--- src/rtl/ttl_7404_pkg.sv ---
// Purpose : shared types and elaboration helpers for the ttl_7404 hex inverter.
// Latency : n/a (declarations only).
// Backpr. : n/a (declarations only).
//
// Contents:
//   edge_dir_t  - direction of the transition a bit is currently timing
//   max_int     - larger of two elaboration-time integers
//   cnt_width   - counter width able to hold the larger of the two delays
package ttl_7404_pkg;

    // Direction of the output transition a bit is working towards.
    // EDGE_NONE means the sampled target already matches the output.
    typedef enum logic [1:0] {
        EDGE_NONE = 2'd0,
        EDGE_RISE = 2'd1,
        EDGE_FALL = 2'd2
    } edge_dir_t;

    function automatic int max_int(input int a, input int b);
        return (a > b) ? a : b;
    endfunction

    // Counter only has to reach max(delay)-1 before it is cleared, but sizing
    // for max(delay) keeps the +1 compare free of overflow corner cases.
    function automatic int cnt_width(input int rise, input int fall);
        int w;
        w = $clog2(max_int(rise, fall) + 1);
        return (w < 1) ? 1 : w;
    endfunction

endpackage

--- src/rtl/ttl_delay_bit.sv ---
// Purpose : one inverter gate with inertial rise/fall delay counted in clocks.
// Latency : y follows ~a after DELAY_RISE (0->1) or DELAY_FALL (1->0) edges.
// Backpr. : none; pulses shorter than the relevant delay are swallowed.
//
// Ports:
//   clk - clock, all state updates on rising edge
//   rst - synchronous active-high reset; loads y = ~a and clears the counter
//   a   - gate input
//   y   - registered gate output
module ttl_delay_bit
    import ttl_7404_pkg::*;
#(
    parameter int DELAY_RISE = 1,
    parameter int DELAY_FALL = 1
) (
    input  logic clk,
    input  logic rst,
    input  logic a,
    output logic y
);

    localparam int CNT_W = cnt_width(DELAY_RISE, DELAY_FALL);

    // Delays resized once so the compare below is width-matched.
    localparam int             RISE_INT = DELAY_RISE;
    localparam int             FALL_INT = DELAY_FALL;
    localparam logic [CNT_W:0] RISE_CNT = RISE_INT[CNT_W:0];
    localparam logic [CNT_W:0] FALL_CNT = FALL_INT[CNT_W:0];

    logic             y_q;
    logic             y_d;
    logic [CNT_W-1:0] cnt_q;
    logic [CNT_W-1:0] cnt_d;

    logic             target;
    edge_dir_t        edge_dir;
    logic [CNT_W:0]   cnt_inc;
    logic [CNT_W:0]   delay_sel;

    // Work out which way (if any) the output wants to move and how long
    // that direction has to be held before it is allowed to commit.
    always_comb begin
        target    = ~a;
        edge_dir  = EDGE_NONE;
        if (target != y_q) begin
            edge_dir = target ? EDGE_RISE : EDGE_FALL;
        end
        delay_sel = (edge_dir == EDGE_RISE) ? RISE_CNT : FALL_CNT;
        cnt_inc   = {1'b0, cnt_q} + 1'b1;
    end

    // Inertial filter: any edge where the target agrees with the output
    // discards partial progress, so only an unbroken run of disagreeing
    // samples of the required length moves the output.
    always_comb begin
        y_d   = y_q;
        cnt_d = '0;
        case (edge_dir)
            EDGE_RISE,
            EDGE_FALL: begin
                if (cnt_inc == delay_sel) begin
                    y_d   = target;
                    cnt_d = '0;
                end else begin
                    cnt_d = cnt_inc[CNT_W-1:0];
                end
            end
            default: begin
                y_d   = y_q;
                cnt_d = '0;
            end
        endcase
    end

    // Reset snaps the output straight to ~a so no transition is left pending.
    always_ff @(posedge clk) begin
        if (rst) begin
            y_q   <= ~a;
            cnt_q <= '0;
        end else begin
            y_q   <= y_d;
            cnt_q <= cnt_d;
        end
    end

    assign y = y_q;

endmodule

--- src/rtl/ttl_7404.sv ---
// Purpose : parameterised hex inverter (7404 family) with clocked rise/fall delays.
// Latency : Y[i] settles to ~A[i] after DELAY_RISE / DELAY_FALL stable edges.
// Backpr. : none; every bit filters its own short pulses independently.
//
// Ports:
//   clk - clock, all state updates on rising edge
//   rst - synchronous active-high reset; Y loads ~A immediately
//   A   - BLOCKS gate inputs
//   Y   - BLOCKS registered gate outputs, driven directly from flops
module ttl_7404
    import ttl_7404_pkg::*;
#(
    parameter int BLOCKS     = 6,
    parameter int DELAY_RISE = 1,
    parameter int DELAY_FALL = 1
) (
    input  logic              clk,
    input  logic              rst,
    input  logic [BLOCKS-1:0] A,
    output logic [BLOCKS-1:0] Y
);

    // Each gate is fully independent; no state is shared between bits.
    for (genvar g = 0; g < BLOCKS; g++) begin : g_gate
        ttl_delay_bit #(
            .DELAY_RISE (DELAY_RISE),
            .DELAY_FALL (DELAY_FALL)
        ) u_bit (
            .clk (clk),
            .rst (rst),
            .a   (A[g]),
            .y   (Y[g])
        );
    end

endmodule

--- config.mk ---
export PLATFORM = sky130hd
export DESIGN_NAME = ttl_7404
export DESIGN_NICKNAME = d
export VERILOG_FILES = /design/src/rtl/ttl_7404_pkg.sv /design/src/rtl/ttl_delay_bit.sv /design/src/rtl/ttl_7404.sv
export SDC_FILE = /design/constraint.sdc
export NUM_CORES = 1
export LEC_CHECK = 0
export ABC_AREA = 1
export BUFFER_PORTS_ARGS = -buffer_cell sky130_fd_sc_hd__buf_2
export CAP_MARGIN = 20
export CORE_AREA = 2 2 39 41
export CTS_BUF_LIST = sky130_fd_sc_hd__clkbuf_4
export DETAILED_ROUTE_END_ITERATION = 10
export DIE_AREA = 0 0 41 43
export PLACE_DENSITY = 0.66
export SLEW_MARGIN = 40
export SYNTH_ARGS = -nofsm -noshare
export SYNTH_HDL_FRONTEND = slang
export SYNTH_SLANG_ARGS = --single-unit
--- constraint.sdc ---
create_clock -name clk -period 0.8 [get_ports clk]
set_input_delay 0.16 -clock clk [delete_from_list [all_inputs] [get_ports clk]]
set_output_delay 0.16 -clock clk [all_outputs]
set_load 0.05 [all_outputs]
Yosys cells after proc, flatten, opt, wreduce, memory -nomap -nowiden
Cells that the tools add are included.
Cells by class
  add/subtract/negate cells: 6
  eq/ne operators: 24
  mux-type cells: 30
  bitwise operators: 12
  reduce and logical (&&, ||, !) cells: 30
Operator list (count)
  $eq 2x1->1 const B: 12
  $mux 2: 12
  $reduce_bool 2->1: 12
  $mux 1: 18
  $reduce_or 3->1: 6
  $add 1x1->2 const B: 6
  $eq 2x2->1 const B: 6
  $not 1->1: 12
  $reduce_and 2->1: 6
  $reduce_or 2->1: 6
  $ne 1x1->1: 6
Storage, ports and cells
  register bits: 12
  input port bits: 8
  output and inout bits: 6
  word-level logic and storage cells: 114

Longest topological paths before layout
  depth in word-level cells: 7
  mapped depth: 4
  depth with buffers taken out: 4

Hierarchy
Synthesis repeated with hierarchy kept, for this count alone.
Unflattened totals
  cell total of the unflattened synthesis: 66
  area, all modules: 525.5 sq um
Modules (own cells, without submodules)
  ttl_delay_bit: instances 6, cells each 11, area each 87.6 sq um

Least setup slack after synthesis
Ideal clock, no wire load.
  path kind: flip-flop to flip-flop
  start point: register g_gate[0].u_bit.y_q
  end point: register g_gate[0].u_bit.y_q, enable pin
  setup time: 0.292 ns
  arrival time: 0.587 ns
  required time: 0.508 ns
  setup slack: -0.078 ns
  cell stages (with the launch flop): 4
  path buffers: 0
  period minus slack after synthesis: 0.878 ns
  cells stage by stage: edfxtp_1 > nand2_2 > nand3_1 > nand2_1
Between the ends
  cells in the longest elaborated chain, start to end: 6
  elaborated cells on any way between the ends: 7
  those cells by class: 3 x eq/ne; 1 x mux; 3 x reduce/logical
Ends and longest elaborated chain
  start: declaration: line ttl_delay_bit.sv:30  | logic y_q;
  start signal: assignment: line ttl_delay_bit.sv:78  | y_q <= ~a;
  start signal: assignment: line ttl_delay_bit.sv:81  | y_q <= y_d;
  $ne 1x1->1 (*): line ttl_delay_bit.sv:45  | if (target != y_q) begin
  $mux 2 (*): line ttl_delay_bit.sv:45
  $eq 2x2->1 or $eq 2x1->1 (tied branches)
  $reduce_or 2->1 (*): line ttl_delay_bit.sv:58  | case (edge_dir)
  $reduce_bool 2->1 (no line) (*)
  $reduce_and 2->1 (no line) (*)
Mark *: on every way between the ends. The rest lies on a longest branch, timed or not.
A chain may end at the register's enable or synchronous reset.

Worst setup path in the final report
  start point: register g_gate[4].u_bit.y_q
  end point: output port Y[4]
RTL lines
  start: declaration: line ttl_delay_bit.sv:30
  start signal: assignment: line ttl_delay_bit.sv:78
  start signal: assignment: line ttl_delay_bit.sv:81
  end: declaration: line ttl_7404.sv:20  | output logic [BLOCKS-1:0] Y
No word-level cell between the ends.

==> results.md <==
- The run finished, with violations left.
- The checks that failed: setup timing.
- The first global-routing pass estimated 1390 um of wire.
- 0 antenna diodes ended up in the layout.
- The number of synthesized register bits is 12.
- In this run the most critical hold path is launched from A[1].
- The HPWL after detailed placement is 569 um.
- The core region is 1380 um^2.
- The largest individual stage delay along the critical path comes from the cell edfxtp_1.
- In this run the deepest clock path goes through 2 buffers.
- The die boundary width is 41 um.
- The first-pass iteration count of the detailed router is 3.
- The minimum period implied by the final worst setup slack is 1030 ps.
- Broken down by cell family, the worst path's largest delay share belongs to flip-flops.
- Clock latency on the worst-skew pair, taken at its later pin, is 270 ps.
- After filler insertion, the fill cell instance count of the layout stands at 131.
- The worst flop-to-flop path endpoint is g_gate[1].u_bit.y.
- The maximum fanout along the worst path is 2.
- Walking the worst path, the cells encountered are buf_6.
- In the routed design, unresolved DRC markers number 0.
- The net count of the finished layout is 93.
- For the worst setup path, the data required time is 640 ps.
- The proportion of power drawn by combinational gates is 22.6%.
- Along the worst hold path, the cell count comes to 2.
- The starting density of the core is 38.5%.
- The total net switching power is 0.406 mW.
- The nature of the critical path startpoint is a register.
- The path type of the worst setup path is reg2out.
- The clock-pin slew on the worst setup and hold paths is 70 ps.
- Summed over all layers, the global routing overflow is 0.
- TritonCTS built the clock tree.
- The clock network accounts for 26.9% of the total power.
- The floorplan step defined a die boundary enclosing 1760 um^2.
- The routed design has 868 um of wire.
- The count of antenna-violating nets left after detailed routing is 0.
- The post-layout worst setup margin is -231 ps.
- The relative area change from synthesis to final layout is 46.0%.
- The register-to-register setup slack is -220 ps.
- The endpoint with the worst hold slack is g_gate[1].u_bit.y.
- The worst setup path is captured at a primary output.
- Summing all placed instances gives a cell area of 622 um^2.
- The number of standard-cell rows in the floorplan is 14.
- For the final database, setup skew stands at 0.431 ps.
- The proportion of synthesized chip area in sequential cells is 56.3%.
- Once layout is done, the placed cells without fillers occupy 778 um^2.
- The overall global routing resource usage is 12.2%.
- Power comes to 1.41 mW.
- The final worst-path cycle share is 129%.
- The tightest min-delay check is of the in2reg type.
- Cell internal power was estimated by the tool at 1.00 mW.
- 14 I/O pins were placed.
- Per report_power, the sequential group accounts for 50.4% of the total.
- The detailed router finished its first iteration with 9 violations.
- The final number of max-transition violations is 0.
- The Yosys step of the flow raised 0 warnings.
- Net switching is 28.8% of the power.
- For the worst flop-to-flop path, the logic depth is 4.
- Summed over all cells, the static leakage comes to 0.417 nW.
- Counting every instance in the synthesized netlist gives 62.
- The root cell of the clock tree is clkbuf_4.
- The ratio of total power to cell area is 1810 nW/um^2.
- The number of antenna violations at the first check in global routing is 0.
- The number of hold violations in the final report is 0.
- The number of library cell types mapped by synthesis is 9.
- The number of buffers and inverters on the critical path is 1.
- The largest stage delay on the critical path is 420 ps.
- The summed instance area of the synthesized netlist is 533 um^2.
- Entering global routing, the biggest net connects 8 pins.
- In the layout the commonest cells are buf_6, inv_2, nand2_2.
- From bottom edge to top edge, the die measures 43 um.
- The number of global-route vias before repair was 376.
- The routed layout has 395 vias.
- Across the run, the number of max-cap violations was 0.
- The post-route netlist has 60.7% of its cells at a drive strength greater than 1.
- The number of buffers inserted for hold repair after clock tree synthesis is 0.
- Setup repair after global routing could not meet its margin everywhere.
- The last weighted congestion value of the routability-driven placer is 0.642.
- Averaged over all synthesized cells, the footprint is 8.60 um^2.
- The tightest hold path in the finished design has a slack of 151 ps.
- The average detailed-routed wire length per instance is 8.68 um.
- The startpoint identified for the worst register-to-register timing path is g_gate[1].u_bit.y.
- The worst-case IR drop observed on VDD is 0.732 mV.
- The number of port buffers is 13.
- Using the TritonRoute via totals, the vias-per-cell ratio works out to 3.95.
- In this run the number of H-tree levels came out at 1.
- The number of clock sinks seen by CTS is 12.
- Leaving out fill and tap cells, the most frequent cell in the layout is buf_6.
- The final-report setup violation count is 12.
- The arrival time reported for the critical path endpoint is 870 ps.
- The number of buffers created by CTS is 3.
- The highest attainable clock frequency is 970 MHz.
## sequential cells by signal, summed over array words and instances, names as in the netlist
name	count
g_gate.u_bit.cnt_q	6
g_gate.u_bit.y	6
## cells by family (layout without fill, tap and decap cells)
family	count (synthesis)	in the layout	share of synthesized area, %
flops	12	12	56.3
buf+inv	25	42	21.8
other cells	1	6	0.704
simple gates	24	24	21.1
## synth_stat cells
cell      instances  area, um^2
inv_2             6        22.5
dfxtp_1           6         120
nand2_1          12        45.0
nand2_2           6        37.5
conb_1            1        3.75
edfxtp_1          6         180
nand3_1           6        30.0
buf_4             6        45.0
inv_1            13        48.8
## per-stage QoR
stage | utilization, % | worst slack, ps | instances | setup TNS, ps
detailed placement | 44.9 | -124 | 90 | -646
global placement | 44.9 | -85.1 | 90 | -483
finish | 56.2 | -231 | 100 | -2640
floorplan | - | -59.6 | 67 | -357
global route | 56.2 | -281 | 100 | -3190
CTS | 52.8 | -231 | 100 | -2600
## layer usage
metal	up-vias	track usage (%)	share of wire, %
li1	211	-	-
met1	174	13.7	41
met2	8	17.2	53
met3	2	1.57	3.7
met4	0	14.0	2.2
met5	-	0	0
## power by group through the flow
| stage | Sequential (mW) | Clock [mW] | Combinational, mW |
|---|---|---|---|
| after floorplan | 0.722 | 0 | 0.193 |
| after CTS | 0.706 | 0.400 | 0.283 |
| after global routing | 0.716 | 0.427 | 0.348 |
| after detailed placement | 0.726 | 0 | 0.216 |
| final | 0.711 | 0.379 | 0.319 |
| after global placement | 0.724 | 0 | 0.211 |
## final cells by class
type	instances	area (um^2)	share of cell area (%)
flip-flops and latches	12	300	38.6
multi-input cells	30	190	24.4
repair buffers	19	170	21.9
inverters	19	71.3	9.16
clock buffers	3	22.5	2.89
well taps	16	20.0	2.57
clock inverters	1	3.75	0.482
## how the worst max path moves through the flow
| stage | slack [ps] | start | depth (start not counted) | endpoint |
|---|---|---|---|---|
| finish | -230 | g_gate[4].u_bit.y | 1 | Y[4] |
| global route | -280 | g_gate[0].u_bit.y | 1 | Y[0] |
| CTS | -230 | g_gate[4].u_bit.y | 1 | Y[4] |
| detailed placement | -120 | g_gate[5].u_bit.y | 4 | g_gate[5].u_bit.y |
| global placement | -90 | g_gate[5].u_bit.y | 4 | g_gate[5].u_bit.y |
| floorplan | -60 | g_gate[0].u_bit.y | 4 | g_gate[0].u_bit.y |
## timing repair
item                       4_1_cts  5_1_grt
buffers inserted                 6        0
gates resized for setup         12       19
gates cloned                     0        0
pin swaps                        0        4
setup endpoints to repair       12       12
Power figures use the tool's default switching activity.
